===== src/rtl/bch_pkg.sv =====
// Shared BCH decode-path definitions: code identifiers, IBM solve latencies
// and the frame sequencer state encoding.
package bch_pkg;

    localparam logic [1:0] CODE_LONG = 2'b10;
    localparam int         LAT_LONG  = 8;
    localparam int         LAT_SHORT = 4;

    typedef enum logic [1:0] {
        IDLE = 2'd0,
        RUN  = 2'd1,
        HOLD = 2'd2
    } state_t;

endpackage


===== src/rtl/ibm_frame_ctrl_rbuf.sv =====
// One-deep result slot between the IBM solver and the Chien stage: holds the
// full flag, the frame tag and the no-error flag of the buffered sigma.
module ibm_frame_ctrl_rbuf #(
    parameter int TAG_W = 4
) (
    input  logic             i_clk,
    input  logic             i_rst_n,
    input  logic             i_load,
    input  logic             i_zero,
    input  logic [TAG_W-1:0] i_tag,
    input  logic             i_ready,
    output logic             o_valid,
    output logic             o_zero,
    output logic [TAG_W-1:0] o_tag
);

    logic             r_full;
    logic             r_zero;
    logic [TAG_W-1:0] r_tag;

    // A load wins over a drain so a simultaneous drain+load leaves the slot full.
    always_ff @(posedge i_clk) begin
        if (!i_rst_n) begin
            r_full <= 1'b0;
            r_zero <= 1'b0;
            r_tag  <= '0;
        end else if (i_load) begin
            r_full <= 1'b1;
            r_zero <= i_zero;
            r_tag  <= i_tag;
        end else if (i_ready) begin
            r_full <= 1'b0;
        end
    end

    assign o_valid = r_full;
    assign o_zero  = r_zero;
    assign o_tag   = r_tag;

endmodule


===== src/rtl/ibm_frame_ctrl.sv =====
// Frame sequencer for the IBM key-equation solver. Optional macro
// IBM_FRAME_CTRL_SKIP_ZERO_EN writes all-zero-syndrome frames straight to the result buffer.
module ibm_frame_ctrl
    import bch_pkg::*;
#(
    parameter int TIMEOUT = 15,
    parameter int TAG_W   = 4
) (
    input  logic             i_clk,
    input  logic             i_rst_n,
    input  logic [1:0]       i_code,
    input  logic             i_mode,
    input  logic             i_syn_valid,
    output logic             o_syn_ready,
    input  logic             i_syn_zero,
    output logic             o_ibm_clear_and_wen,
    output logic [1:0]       o_ibm_code,
    output logic             o_ibm_mode,
    input  logic             i_ibm_valid,
    output logic             o_sig_load,
    output logic             o_sig_valid,
    input  logic             i_sig_ready,
    output logic             o_sig_zero,
    output logic [TAG_W-1:0] o_sig_tag,
    output logic             o_err,
    output logic             o_busy
);

    // A timeout shorter than the long-code latency would abort every healthy solve.
    localparam int               TIMEOUT_EFF = (TIMEOUT > LAT_LONG) ? TIMEOUT : LAT_LONG + 1;
    localparam int               LAT_W       = $clog2(TIMEOUT_EFF + 1);
    localparam logic [LAT_W-1:0] LAT_MAX     = LAT_W'(TIMEOUT_EFF);

    state_t           r_state;
    logic [LAT_W-1:0] r_lat_cnt;
    logic [1:0]       r_code;
    logic             r_mode;
    logic [TAG_W-1:0] r_tag_cnt;

    logic w_idle;
    logic w_solving;
    logic w_buf_free;
    logic w_accept;
    logic w_zero_frame;
    logic w_ibm_accept;
    logic w_ibm_done;
    logic w_timeout;
    logic w_buf_load;

    assign w_idle     = (r_state == IDLE);
    assign w_solving  = (r_state == RUN) || (r_state == HOLD);
    assign w_buf_free = ~o_sig_valid | i_sig_ready;

`ifdef IBM_FRAME_CTRL_SKIP_ZERO_EN
    assign w_zero_frame = i_syn_zero;
    assign o_syn_ready  = i_rst_n & w_idle & (~i_syn_zero | w_buf_free);
`else
    logic w_unused_syn_zero;
    assign w_unused_syn_zero = i_syn_zero;
    assign w_zero_frame      = 1'b0;
    assign o_syn_ready       = i_rst_n & w_idle;
`endif

    // NOTE: the clear pulse is combinational so it lands in the handshake cycle, while upstream syndromes are live.
    assign w_accept            = i_syn_valid & o_syn_ready;
    assign w_ibm_accept        = w_accept & ~w_zero_frame;
    assign o_ibm_clear_and_wen = w_ibm_accept;

    assign o_ibm_code = w_idle ? (i_code & {2{i_rst_n}}) : r_code;
    assign o_ibm_mode = w_idle ? (i_mode & i_rst_n) : r_mode;

    // i_ibm_valid only counts once the solve has left IDLE; in the accept cycle it is stale.
    assign w_ibm_done = w_solving & i_ibm_valid & w_buf_free;
    assign w_timeout  = (r_state == RUN) & ~i_ibm_valid & (r_lat_cnt == LAT_MAX);
    assign w_buf_load = w_ibm_done | (w_accept & w_zero_frame);

    assign o_sig_load = w_ibm_done;
    assign o_err      = w_timeout;
    assign o_busy     = ~w_idle;

    always_ff @(posedge i_clk) begin
        if (!i_rst_n) begin
            r_state   <= IDLE;
            r_lat_cnt <= '0;
            r_code    <= 2'b00;
            r_mode    <= 1'b0;
            r_tag_cnt <= '0;
        end else begin
            case (r_state)
                IDLE: begin
                    if (w_ibm_accept) begin
                        r_state   <= RUN;
                        r_lat_cnt <= LAT_W'(1);
                        r_code    <= i_code;
                        r_mode    <= i_mode;
                    end
                end
                RUN: begin
                    if (w_ibm_done)       r_state <= IDLE;
                    else if (i_ibm_valid) r_state <= HOLD;
                    else if (w_timeout)   r_state <= IDLE;
                    else                  r_lat_cnt <= r_lat_cnt + 1'b1;
                end
                HOLD: begin
                    if (w_ibm_done) r_state <= IDLE;
                end
                default: r_state <= IDLE;
            endcase
            if (w_buf_load) r_tag_cnt <= r_tag_cnt + 1'b1;
        end
    end

    ibm_frame_ctrl_rbuf #(
        .TAG_W (TAG_W)
    ) u_rbuf (
        .i_clk   (i_clk),
        .i_rst_n (i_rst_n),
        .i_load  (w_buf_load),
        .i_zero  (w_idle),
        .i_tag   (r_tag_cnt),
        .i_ready (i_sig_ready),
        .o_valid (o_sig_valid),
        .o_zero  (o_sig_zero),
        .o_tag   (o_sig_tag)
    );

endmodule

===== config.mk =====
export PLATFORM = sky130hd
export DESIGN_NAME = ibm_frame_ctrl
export DESIGN_NICKNAME = d
export VERILOG_FILES = /design/src/rtl/bch_pkg.sv /design/src/rtl/ibm_frame_ctrl_rbuf.sv /design/src/rtl/ibm_frame_ctrl.sv
export SDC_FILE = /design/constraint.sdc
export NUM_CORES = 1
export LEC_CHECK = 0
export ABC_AREA = 1
export BUFFER_PORTS_ARGS = -buffer_cell sky130_fd_sc_hd__clkbuf_2
export CORE_MARGIN = 2
export CORE_UTILIZATION = 35
export DETAILED_ROUTE_END_ITERATION = 12
export PLACE_DENSITY_LB_ADDON = 0.05
export SLEW_MARGIN = 15
export SYNTH_ARGS = -nofsm -noshare
export SYNTH_HDL_FRONTEND = slang
export SYNTH_SLANG_ARGS = --single-unit

===== constraint.sdc =====
create_clock -name i_clk -period 1.79 [get_ports i_clk]
set_clock_uncertainty 0.05 [all_clocks]
set_input_delay 0.2685 -clock i_clk [delete_from_list [all_inputs] [get_ports i_clk]]
set_output_delay 0.2685 -clock i_clk [all_outputs]
set_load 0.01 [all_outputs]

==> report_table.html, run 1 <==
<table>
<tr><th>Metric</th><th>Value</th></tr>
<tr><th colspan="2">STA</th></tr>
<tr><td>Worst slew pin tran</td><td>0.218 ns</td></tr>
<tr><td>Hold_ws</td><td>0.201 ns</td></tr>
<tr><td>Count of endpoints failing setup in the final report</td><td>0</td></tr>
<tr><td>Unrepaired setup endpoints after global routing</td><td>false</td></tr>
<tr><td>Max Clk Rate</td><td>587 MHz</td></tr>
<tr><td>Ratio of final minimum period to clock period</td><td>95.2%</td></tr>
<tr><td>Number of max-slew violations in the final report</td><td>0</td></tr>
<tr><td>Slack of the critical path</td><td>0.0853 ns</td></tr>
<tr><td>Total Negative Setup Slacks</td><td>0 ns</td></tr>
<tr><td>Hold Fails Final Rpt</td><td>0</td></tr>
<tr><td>Worst slew margin</td><td>85.4%</td></tr>
<tr><td>Final critical path time including I/O delays and setup</td><td>1.70 ns</td></tr>
<tr><th colspan="2">CTS</th></tr>
<tr><td>CTS H-tree lvls</td><td>1</td></tr>
<tr><td>Clock input transition at the sequential cells of the worst setup and hold paths</td><td>0.12 ns</td></tr>
<tr><td>Hold buffer count at CTS</td><td>0</td></tr>
<tr><td>Clock root buffer master</td><td>clkbuf_4</td></tr>
<tr><td>Clock Sink Count</td><td>19</td></tr>
<tr><td>Worst skew pair latency</td><td>0.30 ns</td></tr>
<tr><td>CTS tree</td><td>done</td></tr>
<tr><td>CTS max path bufs</td><td>2</td></tr>
<tr><td>Total clock buffers created by CTS</td><td>3</td></tr>
<tr><th colspan="2">Logic synthesis</th></tr>
<tr><td>Mux cell area share after synthesis</td><td>0%</td></tr>
<tr><td>Area fraction in and, or, nand and nor cells after synthesis</td><td>26.9%</td></tr>
<tr><td>Xor and xnor area share after synthesis</td><td>0.877%</td></tr>
<tr><td>Fraction of the yosys area taken by sequential cells</td><td>38.1%</td></tr>
<tr><td>Synth async-reset ratio</td><td>0%</td></tr>
<tr><td>Cell type with the largest total area after synthesis</td><td>dfxtp_1</td></tr>
<tr><td>Most numerous cell in the Yosys netlist</td><td>nand2_1</td></tr>
<tr><td>Largest family of logic cells by synthesized area</td><td>simple AND/OR/NAND/NOR gates</td></tr>
<tr><td>Top cells by instance count after synthesis</td><td>nand2_1 (27), dfxtp_1 (19), inv_1 (17)</td></tr>
<tr><td>Number of enable flip-flop cells after synthesis</td><td>0</td></tr>
<tr><td>Total nets after synthesis</td><td>150</td></tr>
<tr><td>Adder-cell area share of the yosys netlist</td><td>7.52%</td></tr>
<tr><td>Top-area cell type share of the netlist area</td><td>38.1%</td></tr>
<tr><td>Register bit total from synthesis</td><td>19</td></tr>
<tr><td>Count of synthesis-stage warnings from yosys</td><td>0</td></tr>
<tr><td>Gate count after technology mapping</td><td>135</td></tr>
<tr><td>Mapped Avg Cell Area</td><td>7.40 um^2</td></tr>
<tr><td>Count of cell types in the netlist</td><td>21</td></tr>
<tr><td>Post-synthesis instance area</td><td>998 um^2</td></tr>
<tr><td>Compound-cell area share of the yosys netlist</td><td>15.5%</td></tr>
<tr><td>Top FF cell, synth</td><td>dfxtp_1</td></tr>
<tr><td>Synth top area cells</td><td>dfxtp_1 (38%), nand2_1 (10%), ha_1 (7.5%)</td></tr>
<tr><th colspan="2">Pwr</th></tr>
<tr><td>Combinational cell fraction of total power</td><td>55.0%</td></tr>
<tr><td>Peak VDD IR</td><td>0.000715 V</td></tr>
<tr><td>Internal power of the cells</td><td>1.04 mW</td></tr>
<tr><td>Leak Pwr</td><td>0.570 nW</td></tr>
<tr><td>Pwr Total</td><td>1.87 mW</td></tr>
<tr><td>Switching share of power</td><td>44.4%</td></tr>
<tr><td>Sequential Power Share</td><td>32.8%</td></tr>
<tr><td>Power density over the cells</td><td>1530 nW/um^2</td></tr>
<tr><td>Relative contribution of the clock network to total power</td><td>12.2%</td></tr>
<tr><td>Switching power</td><td>0.829 mW</td></tr>
<tr><th colspan="2">Critical path</th></tr>
<tr><td>Standard cell with the maximum stage delay on the critical path</td><td>dfxtp_2</td></tr>
<tr><td>FF-to-FF Start</td><td>r_state[1]$_SDFFE_PN0P_</td></tr>
<tr><td>Startpoint types</td><td>flop</td></tr>
<tr><td>Data required time at the worst endpoint</td><td>1.47 ns</td></tr>
<tr><td>Cell breakdown of the critical path</td><td>inv_2 &gt; ha_4 &gt; nand2_2 &gt; inv_2 &gt; nand2_4 &gt; inv_8 &gt; clkbuf_2</td></tr>
<tr><td>Signal arrival time at the worst endpoint</td><td>1.39 ns</td></tr>
<tr><td>Setup crit end kind</td><td>primary output</td></tr>
<tr><td>Slowest cell delay on critical path</td><td>0.35 ns</td></tr>
<tr><td>Dominant cell type by count on the critical path</td><td>inv_2</td></tr>
<tr><td>Critical register-to-register path endpoint</td><td>r_state[1]$_SDFFE_PN0P_</td></tr>
<tr><td>Depth of the worst register-to-register path</td><td>10</td></tr>
<tr><td>Crit Path Category</td><td>reg2out</td></tr>
<tr><td>Largest fanout of any net on the critical path</td><td>8</td></tr>
<tr><td>Worst R2R Setup Slack</td><td>0.28 ns</td></tr>
<tr><th colspan="2">Global route</th></tr>
<tr><td>Number of antenna violations at the first check in global routing</td><td>0</td></tr>
<tr><td>Leftover overflow at the end of global routing</td><td>0</td></tr>
<tr><td>Largest net degree at the start of global routing</td><td>13</td></tr>
<tr><td>Wire length of the first global-routing pass</td><td>3740 um</td></tr>
<tr><td>All-layer global routing usage</td><td>14.6%</td></tr>
<tr><td>Number of global-route vias before repair</td><td>866</td></tr>
<tr><th colspan="2">Floorplan</th></tr>
<tr><td>Core ar.</td><td>2730 um^2</td></tr>
<tr><td>Chip Width</td><td>57.4 um</td></tr>
<tr><td>Number of core rows</td><td>19</td></tr>
<tr><td>Die extent in y</td><td>57.4 um</td></tr>
<tr><td>Initial Utilization</td><td>36.5%</td></tr>
<tr><td>Boundary pin count</td><td>23</td></tr>
<tr><td>Die area</td><td>3300 um^2</td></tr>
<tr><th colspan="2">Placement</th></tr>
<tr><td>Dpl hpwl</td><td>1500 um</td></tr>
<tr><td>Final Wtd Congestion</td><td>0.760</td></tr>
<tr><td>Worst setup slack before clock tree synthesis</td><td>0.201 ns</td></tr>
<tr><td>Instance count after placement with tap cells included</td><td>186</td></tr>
<tr><td>Number of buffers added on ports</td><td>21</td></tr>
<tr><th colspan="2">Drt</th></tr>
<tr><td>Overall routed net length</td><td>2090 um</td></tr>
<tr><td>First-pass DRT Iterations</td><td>4</td></tr>
<tr><td>Starting DRC count in detailed routing</td><td>29</td></tr>
<tr><td>Detail Route Antenna Nets</td><td>0</td></tr>
<tr><td>WL per Instance</td><td>10.7 um</td></tr>
<tr><td>Detail-routed via count per cell</td><td>4.65</td></tr>
<tr><td>Routed vias</td><td>911</td></tr>
<tr><td>Drt drc</td><td>0</td></tr>
<tr><th colspan="2">Layout</th></tr>
<tr><td># diodes</td><td>0</td></tr>
<tr><td>Flip-flop and latch area</td><td>385 um^2</td></tr>
<tr><td>Layout fillers</td><td>276</td></tr>
<tr><td>Area used by multi-input combinational logic</td><td>523 um^2</td></tr>
<tr><td>Non-filler instance count after layout</td><td>196</td></tr>
<tr><td>Share of post-route cells with drive strength above 1</td><td>35.8%</td></tr>
<tr><td>Layout Nets</td><td>181</td></tr>
<tr><td>Layout-stage area growth over the synthesis result</td><td>22.4%</td></tr>
<tr><th colspan="2">Worst hold path</th></tr>
<tr><td>Hold-critical path depth</td><td>3</td></tr>
<tr><td>Origin of the worst min-delay path</td><td>i_code[1]</td></tr>
<tr><td>Class of the most critical hold timing path</td><td>in2reg</td></tr>
<tr><td>Hold EP</td><td>r_code[1]$_SDFFE_PN0P_</td></tr>
<tr><th colspan="2">Outcome</th></tr>
<tr><td>Run status</td><td>completed</td></tr>
<tr><th colspan="2">Flow run</th></tr>
<tr><td>Max Cap Viol</td><td>0</td></tr>
</table>
==> power groups by stage <==
stage	Sequential, mW	Combinational [mW]	Clock [mW]
floorplan	0.624	0.664	0
global placement	0.609	0.862	0
detailed placement	0.613	0.877	0
CTS	0.607	0.948	0.245
global route	0.633	1.17	0.258
finish	0.613	1.03	0.229
==> layer usage <==
metal  vias up  share of wire (%)  wire (um)  GRT usage [%]
li1        487                  -          -              -
met1       408                 49       1030           19.0
met2        14                 46        964           23.7
met3         2                3.9         82           2.04
met4         0               0.86         18           6.98
met5         -                  0          0              0
==> worst max-delay path, delay by kind of cell (launching register included) <==
kind	cells	cell delay, ns
DFF	1	0.35
buffers and inverters	4	0.32
adders and majority gates	1	0.26
and+or+nand+nor	2	0.15
==> per-stage QoR <==
| stage | utilization [%] | cell area [um^2] |
|---|---|---|
| after CTS | 43.1 | 1180 |
| after floorplan | - | 998 |
| final | 44.7 | 1220 |
| after detailed placement | 41.1 | 1120 |
| after global routing | 44.7 | 1220 |
| after global placement | 41.1 | 1120 |
==> logic make-up after synthesis <==
logic type      count (synthesis)
flops                          19
compound gates                 28
fa+ha+maj                       6
buf+inv                        24
simple gates                   57
xor+xnor                        1
==> worst max path at each step <==
stage	startpoint	to	slack (ns)	cells past startpoint
finish	r_state[1]$_SDFFE_PN0P_	o_sig_load	0.09	7
global route	r_state[1]$_SDFFE_PN0P_	o_sig_load	0.003	7
CTS	r_state[0]$_SDFFE_PN0P_	o_ibm_clear_and_wen	0.02	7
detailed placement	r_state[0]$_SDFFE_PN0P_	o_ibm_clear_and_wen	0.20	7
global placement	r_state[0]$_SDFFE_PN0P_	o_ibm_clear_and_wen	0.22	7
floorplan	r_state[0]$_SDFFE_PN0P_	r_tag_cnt[0]$_SDFFE_PN0P_	0.40	9
==> placed cells by master (no fill, tap or decap), drive strengths merged <==
master	n
dfxtp	19
xnor2	1
nor3	2
o21ai	12
nor2	13
buf	8
nand4	2
a21oi	16
inv	22
clkbuf	23
nand2	34
nand3	6
ha	6
clkinv	1
==> cell type report <==
cell class | instances | area share (%)
multi-input cells | 92 | 42.8
flip-flops and latches | 19 | 31.5
repair buffers | 28 | 12.9
inverters | 22 | 7.37
well taps | 31 | 3.17
clock buffers | 3 | 1.84
clock inverters | 1 | 0.409
==> flip-flops by register name, summed over array words and instances, names as in the netlist <==
name and count:
r_tag_cnt 4, r_lat_cnt 4, r_state 2, u_rbuf.o_valid 1, r_mode 1, u_rbuf.o_zero 1, r_code 2, u_rbuf.o_tag 4
==> repair_timing <==
action,CTS,global route
endpoints found under the setup margin,5,6
setup buffers,1,5
pin swaps,0,1
gates resized for setup,6,7
No activity file was read; power rests on OpenSTA's default activity.
==> run 2, diff against run 1 <==
Settings changed: PLACE_DENSITY set to 0.57, PLACE_DENSITY_LB_ADDON 0.05 to not set.
==> run 2 against run 1 <==
Against the previous run:
- clock power is essentially flat
- wire length shrank 7.0%
- sequential power increased by 1%
- design area decreased by 1.6%
- sequential share of layout area increased by 0.52 points
- worst setup slack lost 0.0088 ns
- via count down 1.2%
- count of clock-buffer cells in the layout unchanged
- power fell by 4.7%
- die area unchanged
- first-iteration DRC count shrank 83%
- combinational power shrank 10%
==> report_table.html, run 2 (synthesis results as in run 1) <==
<table>
<tr><th>Metric</th><th>Value</th></tr>
<tr><th colspan="2">Drt</th></tr>
<tr><td>WL per Instance</td><td>10.2 um</td></tr>
<tr><td>Starting DRC count in detailed routing</td><td>5</td></tr>
<tr><td>Detail-routed via count per cell</td><td>4.71</td></tr>
<tr><td>Detail Route Antenna Nets</td><td>0</td></tr>
<tr><td>First-pass DRT Iterations</td><td>4</td></tr>
<tr><td>Overall routed net length</td><td>1940 um</td></tr>
<tr><td>Routed vias</td><td>900</td></tr>
<tr><td>Drt drc</td><td>0</td></tr>
<tr><th colspan="2">CTS</th></tr>
<tr><td>Hold buffer count at CTS</td><td>0</td></tr>
<tr><td>Total clock buffers created by CTS</td><td>3</td></tr>
<tr><td>Clock root buffer master</td><td>clkbuf_4</td></tr>
<tr><td>CTS max path bufs</td><td>2</td></tr>
<tr><td>Clock input transition at the sequential cells of the worst setup and hold paths</td><td>0.12 ns</td></tr>
<tr><td>CTS tree</td><td>done</td></tr>
<tr><td>Clock Sink Count</td><td>19</td></tr>
<tr><td>CTS H-tree lvls</td><td>1</td></tr>
<tr><td>Worst skew pair latency</td><td>0.31 ns</td></tr>
<tr><th colspan="2">STA</th></tr>
<tr><td>Count of endpoints failing setup in the final report</td><td>0</td></tr>
<tr><td>Total Negative Setup Slacks</td><td>0 ns</td></tr>
<tr><td>Unrepaired setup endpoints after global routing</td><td>false</td></tr>
<tr><td>Max Clk Rate</td><td>584 MHz</td></tr>
<tr><td>Number of max-slew violations in the final report</td><td>0</td></tr>
<tr><td>Worst slew margin</td><td>86.3%</td></tr>
<tr><td>Ratio of final minimum period to clock period</td><td>95.7%</td></tr>
<tr><td>Hold Fails Final Rpt</td><td>0</td></tr>
<tr><td>Hold_ws</td><td>0.200 ns</td></tr>
<tr><td>Final critical path time including I/O delays and setup</td><td>1.71 ns</td></tr>
<tr><td>Worst slew pin tran</td><td>0.205 ns</td></tr>
<tr><td>Slack of the critical path</td><td>0.0765 ns</td></tr>
<tr><th colspan="2">Critical path</th></tr>
<tr><td>Depth of the worst register-to-register path</td><td>10</td></tr>
<tr><td>Signal arrival time at the worst endpoint</td><td>1.40 ns</td></tr>
<tr><td>Largest fanout of any net on the critical path</td><td>8</td></tr>
<tr><td>Worst R2R Setup Slack</td><td>0.30 ns</td></tr>
<tr><td>Startpoint types</td><td>flop</td></tr>
<tr><td>Crit Path Category</td><td>reg2out</td></tr>
<tr><td>FF-to-FF Start</td><td>r_state[0]$_SDFFE_PN0P_</td></tr>
<tr><td>Data required time at the worst endpoint</td><td>1.47 ns</td></tr>
<tr><td>Setup crit end kind</td><td>primary output</td></tr>
<tr><td>Critical register-to-register path endpoint</td><td>r_state[1]$_SDFFE_PN0P_</td></tr>
<tr><th colspan="2">Worst hold path</th></tr>
<tr><td>Class of the most critical hold timing path</td><td>in2reg</td></tr>
<tr><td>Origin of the worst min-delay path</td><td>i_code[1]</td></tr>
<tr><td>Hold-critical path depth</td><td>3</td></tr>
<tr><td>Hold EP</td><td>r_code[1]$_SDFFE_PN0P_</td></tr>
<tr><th colspan="2">Floorplan</th></tr>
<tr><td>Die extent in y</td><td>57.4 um</td></tr>
<tr><td>Initial Utilization</td><td>36.5%</td></tr>
<tr><td>Chip Width</td><td>57.4 um</td></tr>
<tr><td>Number of core rows</td><td>19</td></tr>
<tr><td>Boundary pin count</td><td>23</td></tr>
<tr><td>Die area</td><td>3300 um^2</td></tr>
<tr><td>Core ar.</td><td>2730 um^2</td></tr>
<tr><th colspan="2">Global route</th></tr>
<tr><td>Largest net degree at the start of global routing</td><td>13</td></tr>
<tr><td>All-layer global routing usage</td><td>13.3%</td></tr>
<tr><td>Leftover overflow at the end of global routing</td><td>0</td></tr>
<tr><td>Number of global-route vias before repair</td><td>827</td></tr>
<tr><td>Wire length of the first global-routing pass</td><td>3470 um</td></tr>
<tr><td>Number of antenna violations at the first check in global routing</td><td>0</td></tr>
<tr><th colspan="2">Pwr</th></tr>
<tr><td>Leak Pwr</td><td>0.542 nW</td></tr>
<tr><td>Pwr Total</td><td>1.78 mW</td></tr>
<tr><td>Power density over the cells</td><td>1480 nW/um^2</td></tr>
<tr><td>Peak VDD IR</td><td>0.000821 V</td></tr>
<tr><th colspan="2">Placement</th></tr>
<tr><td>Dpl hpwl</td><td>1490 um</td></tr>
<tr><td>Cell area after placement</td><td>1120 um^2</td></tr>
<tr><td>Worst setup slack before clock tree synthesis</td><td>0.218 ns</td></tr>
<tr><td>Final Wtd Congestion</td><td>0.842</td></tr>
<tr><td>Instance count after placement with tap cells included</td><td>186</td></tr>
<tr><td>Number of buffers added on ports</td><td>21</td></tr>
<tr><th colspan="2">Layout</th></tr>
<tr><td>Utilization after layout</td><td>44.0%</td></tr>
<tr><td>Leading cell types in the layout, fill and taps excluded</td><td>nand2_1 (26), clkbuf_2 (20), inv_1 (15), dfxtp_1 (15), a21oi_1 (14)</td></tr>
<tr><td>Share of post-route cells with drive strength above 1</td><td>35.0%</td></tr>
<tr><td>Layout-stage area growth over the synthesis result</td><td>20.4%</td></tr>
<tr><td># diodes</td><td>0</td></tr>
<tr><td>Layout Nets</td><td>176</td></tr>
<tr><td>Summed area of non-filler cells in the final layout</td><td>1200 um^2</td></tr>
<tr><td>Commonest non-fill, non-tap cell in the layout</td><td>nand2_1</td></tr>
<tr><td>Non-filler instance count after layout</td><td>191</td></tr>
<tr><th colspan="2">Flow run</th></tr>
<tr><td>Max Cap Viol</td><td>0</td></tr>
<tr><th colspan="2">Outcome</th></tr>
<tr><td>Run status</td><td>completed</td></tr>
</table>
-- run 2: changes by cell type in the layout (fill, tap and decap cells not counted), sizes merged --
cell | previous run | this run
clkinvlp | 0 | 1
buf | 8 | 3
clkinv | 1 | 0
-- run 2: how the worst max path moves through the flow --
stage	start	depth (start not counted)	endpoint
floorplan	r_state[0]$_SDFFE_PN0P_	9	r_tag_cnt[0]$_SDFFE_PN0P_
global placement	r_state[0]$_SDFFE_PN0P_	7	o_ibm_clear_and_wen
detailed placement	r_state[0]$_SDFFE_PN0P_	7	o_ibm_clear_and_wen
CTS	r_state[1]$_SDFFE_PN0P_	7	o_ibm_clear_and_wen
global route	r_state[0]$_SDFFE_PN0P_	7	o_sig_load
finish	r_state[0]$_SDFFE_PN0P_	7	o_sig_load
-- run 2: metal layers --
layer / vias up / part of all wire, % / global-route usage (%)
met3: 4 / 3.4 / 3.63
met2: 13 / 49 / 21.1
met1: 402 / 47 / 17.6
met4: 0 / 1.2 / 3.99
li1: 481 / - / -
met5: - / 0 / 0
-- run 2: area by class of cell --
class / count / area (um^2)
well taps: 31 / 38.8
flip-flops and latches: 19 / 385
multi-input cells: 92 / 536
repair buffers: 23 / 120
clock inverters: 1 / 7.51
fillers: 276 / 1530
inverters: 22 / 92.6
clock buffers: 3 / 22.5
-- run 2: where the power goes --
| part | leakage, nW | internal, mW | switching [mW] |
|---|---|---|---|
| logic | 0.372 | 0.351 | 0.576 |
| registers | 0.157 | 0.543 | 0.0793 |
| clock network | 0.0139 | 0.0852 | 0.147 |
-- run 2: repair_timing --
item,in CTS,in global routing
setup endpoints to repair,5,4
pin swaps,0,1
buffers inserted,1,0
resized for setup,6,10
-- run 2: worst max-delay path: stages, from the launching register on --
cell and delay [ns]:
dfxtp_2 0.39, inv_4 0.06, ha_4 0.25, nand2_2 0.05, inv_2 0.06, nand2_4 0.09, inv_8 0.06, clkbuf_2 0.12
